`src/rtl/iomem_pkg.sv`:
```
// iomem_pkg: shared state encoding, address-field constants and width helper for the iomem interconnect
package iomem_pkg;

    typedef enum logic [1:0] {
        IDLE   = 2'd0,
        ACTIVE = 2'd1,
        RESP   = 2'd2
    } state_t;

    localparam int ID_W    = 8;
    localparam int ADDR_HI = 31;
    localparam int ADDR_LO = 24;
    localparam int DATA_W  = 32;

    // $clog2 that never yields a zero-width vector
    function automatic int clog2_min1(input int n);
        return (n > 1) ? $clog2(n) : 1;
    endfunction

endpackage

```
`src/rtl/iomem_addr_decode.sv`:
```
// iomem_addr_decode: priority match of the address top byte against the slave ID table
module iomem_addr_decode import iomem_pkg::*; #(
    parameter int                         NUM_SLAVES = 8,
    parameter logic [NUM_SLAVES*ID_W-1:0] SLAVE_IDS  = {8'h08, 8'h07, 8'h06, 8'h05, 8'h04, 8'h03, 8'h02, 8'h01}
) (
    input  logic [DATA_W-1:0]                 i_addr,
    output logic                              o_hit,
    output logic [clog2_min1(NUM_SLAVES)-1:0] o_idx
);

    localparam int IDX_W = clog2_min1(NUM_SLAVES);

    // Scan from the top down so the lowest matching index is the one left standing
    always_comb begin
        o_hit = 1'b0;
        o_idx = '0;
        for (int i = NUM_SLAVES - 1; i >= 0; i--) begin
            if (i_addr[ADDR_HI:ADDR_LO] == SLAVE_IDS[i*ID_W +: ID_W]) begin
                o_hit = 1'b1;
                o_idx = IDX_W'(i);
            end
        end
    end

endmodule

```
`src/rtl/iomem_interconnect.sv`:
```
// iomem_interconnect: decodes the picosoc iomem port onto N slaves with timeout watchdog and error reporting
module iomem_interconnect import iomem_pkg::*; #(
    parameter int                         NUM_SLAVES     = 8,
    parameter logic [NUM_SLAVES*ID_W-1:0] SLAVE_IDS      = {8'h08, 8'h07, 8'h06, 8'h05, 8'h04, 8'h03, 8'h02, 8'h01},
    parameter int                         TIMEOUT_CYCLES = 1024,
    parameter logic [DATA_W-1:0]          DEFAULT_RDATA  = 32'h0000_0000
) (
    input  logic                         clk,
    input  logic                         resetn,
    input  logic                         m_valid,
    output logic                         m_ready,
    input  logic [DATA_W-1:0]            m_addr,
    output logic [DATA_W-1:0]            m_rdata,
    output logic [NUM_SLAVES-1:0]        s_valid,
    input  logic [NUM_SLAVES-1:0]        s_ready,
    input  logic [NUM_SLAVES*DATA_W-1:0] s_rdata,
    output logic                         err_timeout,
    output logic                         err_unmapped,
    output logic [15:0]                  err_count,
    output logic [DATA_W-1:0]            err_addr
);

    localparam int IDX_W = clog2_min1(NUM_SLAVES);
    localparam int CNT_W = clog2_min1(TIMEOUT_CYCLES + 1);

    state_t              r_state;
    state_t              w_next;
    logic [IDX_W-1:0]    r_sel;
    logic [CNT_W-1:0]    r_cnt;
    logic [DATA_W-1:0]   r_rdata;
    logic                r_err_timeout;
    logic                r_err_unmapped;
    logic [15:0]         r_err_count;
    logic [DATA_W-1:0]   r_err_addr;
    logic                w_hit;
    logic [IDX_W-1:0]    w_idx;
    logic                w_sel_ready;
    logic [DATA_W-1:0]   w_sel_rdata;
    logic                w_expire;
    logic                w_unmapped_evt;
    logic                w_timeout_evt;

    iomem_addr_decode #(
        .NUM_SLAVES (NUM_SLAVES),
        .SLAVE_IDS  (SLAVE_IDS)
    ) u_decode (
        .i_addr (m_addr),
        .o_hit  (w_hit),
        .o_idx  (w_idx)
    );

    assign w_sel_ready    = s_ready[r_sel];
    assign w_sel_rdata    = s_rdata[r_sel*DATA_W +: DATA_W];
    assign w_expire       = (TIMEOUT_CYCLES != 0) && (r_cnt == CNT_W'(TIMEOUT_CYCLES - 1));
    assign w_unmapped_evt = (r_state == IDLE) && m_valid && !w_hit;
    assign w_timeout_evt  = (r_state == ACTIVE) && m_valid && !w_sel_ready && w_expire;

    assign m_rdata      = r_rdata;
    assign err_timeout  = r_err_timeout;
    assign err_unmapped = r_err_unmapped;
    assign err_count    = r_err_count;
    assign err_addr     = r_err_addr;

    // State register
    always_ff @(posedge clk) begin
        if (!resetn) r_state <= IDLE;
        else         r_state <= w_next;
    end

    // Next state: a master abort takes priority, and slave ready beats a simultaneous expiry
    always_comb begin
        w_next = r_state;
        case (r_state)
            IDLE:    if (m_valid) w_next = w_hit ? ACTIVE : RESP;
            ACTIVE:  if (!m_valid) w_next = IDLE;
                     else if (w_sel_ready || w_expire) w_next = RESP;
            default: w_next = IDLE;
        endcase
    end

    // Outputs decoded from the registered state, so s_valid appears the cycle after decode
    always_comb begin
        m_ready = (r_state == RESP);
        s_valid = (r_state == ACTIVE) ? (NUM_SLAVES'(1) << r_sel) : '0;
    end

    // Select latch, watchdog counter, response data and error bookkeeping
    always_ff @(posedge clk) begin
        if (!resetn) begin
            r_sel          <= '0;
            r_cnt          <= '0;
            r_rdata        <= '0;
            r_err_timeout  <= 1'b0;
            r_err_unmapped <= 1'b0;
            r_err_count    <= '0;
            r_err_addr     <= '0;
        end else begin
            r_err_timeout  <= w_timeout_evt;
            r_err_unmapped <= w_unmapped_evt;
            if (r_state == IDLE && m_valid) begin
                r_sel <= w_idx;
                r_cnt <= '0;
            end
            if (r_state == ACTIVE) r_cnt <= r_cnt + 1'b1;
            if (r_state == ACTIVE && m_valid && w_sel_ready) r_rdata <= w_sel_rdata;
            if (w_unmapped_evt || w_timeout_evt) begin
                r_rdata    <= DEFAULT_RDATA;
                r_err_addr <= m_addr;
                if (r_err_count != 16'hFFFF) r_err_count <= r_err_count + 16'd1;
            end
        end
    end

endmodule

```
`config.mk`:
```
export PLATFORM = sky130hd
export DESIGN_NAME = iomem_interconnect
export DESIGN_NICKNAME = d
export VERILOG_FILES = /design/src/rtl/iomem_pkg.sv /design/src/rtl/iomem_addr_decode.sv /design/src/rtl/iomem_interconnect.sv
export SDC_FILE = /design/constraint.sdc
export NUM_CORES = 1
export LEC_CHECK = 0
export BUFFER_PORTS_ARGS = -buffer_cell sky130_fd_sc_hd__clkbuf_2
export CAP_MARGIN = 20
export CORE_AREA = 8 8 145 147
export DETAILED_ROUTE_END_ITERATION = 8
export DIE_AREA = 0 0 153 155
export GPL_TIMING_DRIVEN = 0
export PLACE_DENSITY_LB_ADDON = 0.12
export SYNTH_ARGS = -nofsm -noshare
export SYNTH_HDL_FRONTEND = slang
export SYNTH_SLANG_ARGS = --single-unit
```
`constraint.sdc`:
```
create_clock -name clk -period 3.6 [get_ports clk]
set_clock_uncertainty 0.1 [all_clocks]
set_input_delay 0.54 -clock clk [delete_from_list [all_inputs] [get_ports clk]]
set_output_delay 0.54 -clock clk [all_outputs]
set_load 0.01 [all_outputs]
```
==> run metrics <==
run status=complete, no violations; worst hold margin=346 ps; Final min period=2890 ps; initial antenna violation count=1; Leak=3.69 nW; clock sinks=98; post-CTS setup buffers=0; CTS tree=yes; Seq cells post-synth=98; setup ws final=712 ps; Routed WL=25.6 mm; Int Power=1.91 mW; Net Sw Frac=25.8%; CP Max Fanout=10; max_slew headroom=41.8%; kind of critical path=input port to flop; Hold Buf Count CTS=0; Clk pwr share=39.5%; layout cells sized above 1=50.9%; Worst Tran Pin Value=872 ps; pin count of the biggest net entering global routing=19; Gate Count Post-Synth=554; total gr overflow=0; Skew-Pair Late Insertion Delay=340 ps; Gate power share=16.7%; FMAX=346 MHz; final cell count without fillers=1198; drt pass-1 iters=4; clk slew on worst S/H paths=70 ps; Peak VDD IR=0.000213 V; Die Wd=153 um; Startpoint Class=input port; most frequent cells in the layout=clkbuf_2, dfxtp_1, mux2i_1, mux4_2, nor2_1; final setup fails=0; dpl hpwl=21.6 mm; iteration-0 DRC count of the detailed router=268; worst min path class=input port to flop; Routed Antenna Nets=0; total CTS buffers=9; die height=155 um; core area=0.0190 mm2; RSZ-0062 raised after global routing=false; Post-synth ARST share=0%; nature of the critical path endpoint=flop; # rows=51; Ys Warns=0; routed len/inst=21.4 um; CTS max path bufs=2; P per Cell Area=303 mW/mm2; commonest non-fill, non-tap cell in the layout=clkbuf_2; die area=0.0237 mm2; Worst Path Required=3750 ps; Final nets=1255; Synth Cell Area=0.00592 mm2; share of total power in sequential cells=43.8%; Yosys cell types=46; sw power=0.663 mW; post-detailed-route DRC marker count=0; setup TNS=0 ps; Final Cycle Share=80.2%; gr usage total=20.7%; CTS root buf=clkbuf_16; Max Slew Vio Count=0; EDFF count, synth=0; H-tree depth=3; post-synthesis net count=855; PostCTS Resize Cnt=0; vias in the first global route=6189; Setup WS pre-CTS=270 ps; Synth Flop Type=dfxtp_1; IO Pins=390; Avg Inst Size Synth=10.7 um2; Final Hold Vio Count=0; Syn-to-layout area delta=43.4%; GPL Wtd Cong=0.947; I/O Buffers=388; vias=6043; starting density of the core=31.3%; register area share after synthesis=33.1%; placed instance count=1180; max-cap violation count=0; first-pass GRT wire length=38.0 mm; CP arrival=3040 ps; Vias/cell=5.04
## area by class of cell
| class | count | area, um2 |
|---|---|---|
| buffer | 46 | 191 |
| sequential | 98 | 1960 |
| fill | 1916 | 10500 |
| clock inverter | 7 | 86.3 |
| multi-input combinational | 407 | 3760 |
| clock buffer | 9 | 225 |
| antenna | 1 | 2.50 |
| timing repair buffer | 389 | 1960 |
| inverter | 3 | 11.3 |
| tap | 238 | 298 |
## sequential cells by signal, indices dropped and copies added (netlist names)
name,count
r_cnt,11
m_rdata,32
r_state,2
r_sel,3
err_unmapped,1
err_count,16
err_addr,32
err_timeout,1
## metrics by stage
step / power, mW / area (um2) / utilization [%]
final: 2.57 / 8490 / 44.8
after global routing: 2.70 / 8490 / 44.8
after CTS: 2.62 / 8470 / 44.7
after detailed placement: 1.59 / 8160 / 43.1
after global placement: 1.58 / 8160 / 43.1
after floorplan: 1.35 / 5920 / -
## logic make-up (layout without fill, tap and decap cells)
| kind of cell | count (synthesis) | after routing | synth area share, % |
|---|---|---|---|
| other | 0 | 1 | 0 |
| AND/OR/NAND/NOR | 182 | 182 | 15.8 |
| XOR/XNOR | 5 | 5 | 0.739 |
| flip-flops | 98 | 98 | 33.1 |
| buffers and inverters | 49 | 454 | 3.42 |
| AO/OA/AOI/OAI | 84 | 84 | 10.2 |
| multiplexers | 134 | 134 | 36.2 |
| adder cells (fa/ha/maj) | 2 | 2 | 0.422 |
## critical path: stages
cell	delay, ps
clkbuf_2	80
or4_1	570
nor3_1	400
nor2_1	180
nor2_1	310
buf_4	270
nand2_1	190
buf_2	270
a211oi_1	210
## worst paths after layout
path / from / end / slack, ps / cells after the start
max: m_addr[28] / m_rdata[8]$_SDFFE_PP0P_ / 710 / 9
min: m_addr[21] / err_addr[21]$_SDFFE_PN0P_ / 350 / 3
max reg2reg: r_sel[1]$_SDFFE_PN0P_ / m_rdata[8]$_SDFFE_PP0P_ / 760 / 8
min reg2reg: r_cnt[9]$_SDFFE_PN0P_ / r_cnt[9]$_SDFFE_PN0P_ / 380 / 2
## cells in the mapped netlist, drive strengths merged, types with 2 or more instances
| cell type | n | area, um2 |
|---|---|---|
| a211oi | 33 | 260 |
| a21boi | 8 | 60.1 |
| a21oi | 6 | 30.0 |
| and2 | 11 | 68.8 |
| and3 | 6 | 37.5 |
| buf | 18 | 86.3 |
| clkbuf | 28 | 105 |
| dfxtp | 98 | 1960 |
| ha | 2 | 25.0 |
| inv | 3 | 11.3 |
| mux2 | 3 | 33.8 |
| mux2i | 67 | 671 |
| mux4 | 64 | 1440 |
| nand2 | 24 | 90.1 |
| nand2b | 8 | 50.1 |
| nand3 | 19 | 95.1 |
| nand4 | 5 | 31.3 |
| nor2 | 52 | 195 |
| nor2b | 36 | 225 |
| nor3 | 8 | 40.0 |
| nor4 | 3 | 18.8 |
| o211ai | 6 | 45.0 |
| o21a | 2 | 15.0 |
| o21ai | 15 | 78.8 |
| o31a | 2 | 17.5 |
| o31ai | 6 | 45.0 |
| or4 | 5 | 41.3 |
| or4b | 2 | 20.0 |
| xnor2 | 4 | 35.0 |
## per-layer routing
| layer | share of wire, % | global-route usage, % | up-vias |
|---|---|---|---|
| li1 | - | - | 2919 |
| met1 | 42 | 25.2 | 2874 |
| met2 | 50 | 36.1 | 232 |
| met3 | 6.4 | 5.33 | 18 |
| met4 | 1.4 | 5.18 | 0 |
| met5 | 0 | 0 | - |
## power by group through the flow
| stage | logic, mW | clock network [mW] | registers [mW] |
|---|---|---|---|
| floorplan | 0.181 | 0 | 1.16 |
| global placement | 0.429 | 0 | 1.15 |
| detailed placement | 0.434 | 0 | 1.15 |
| CTS | 0.436 | 1.05 | 1.13 |
| global route | 0.470 | 1.10 | 1.13 |
| finish | 0.429 | 1.02 | 1.13 |
Note: power is estimated with default switching activity, not from simulation.
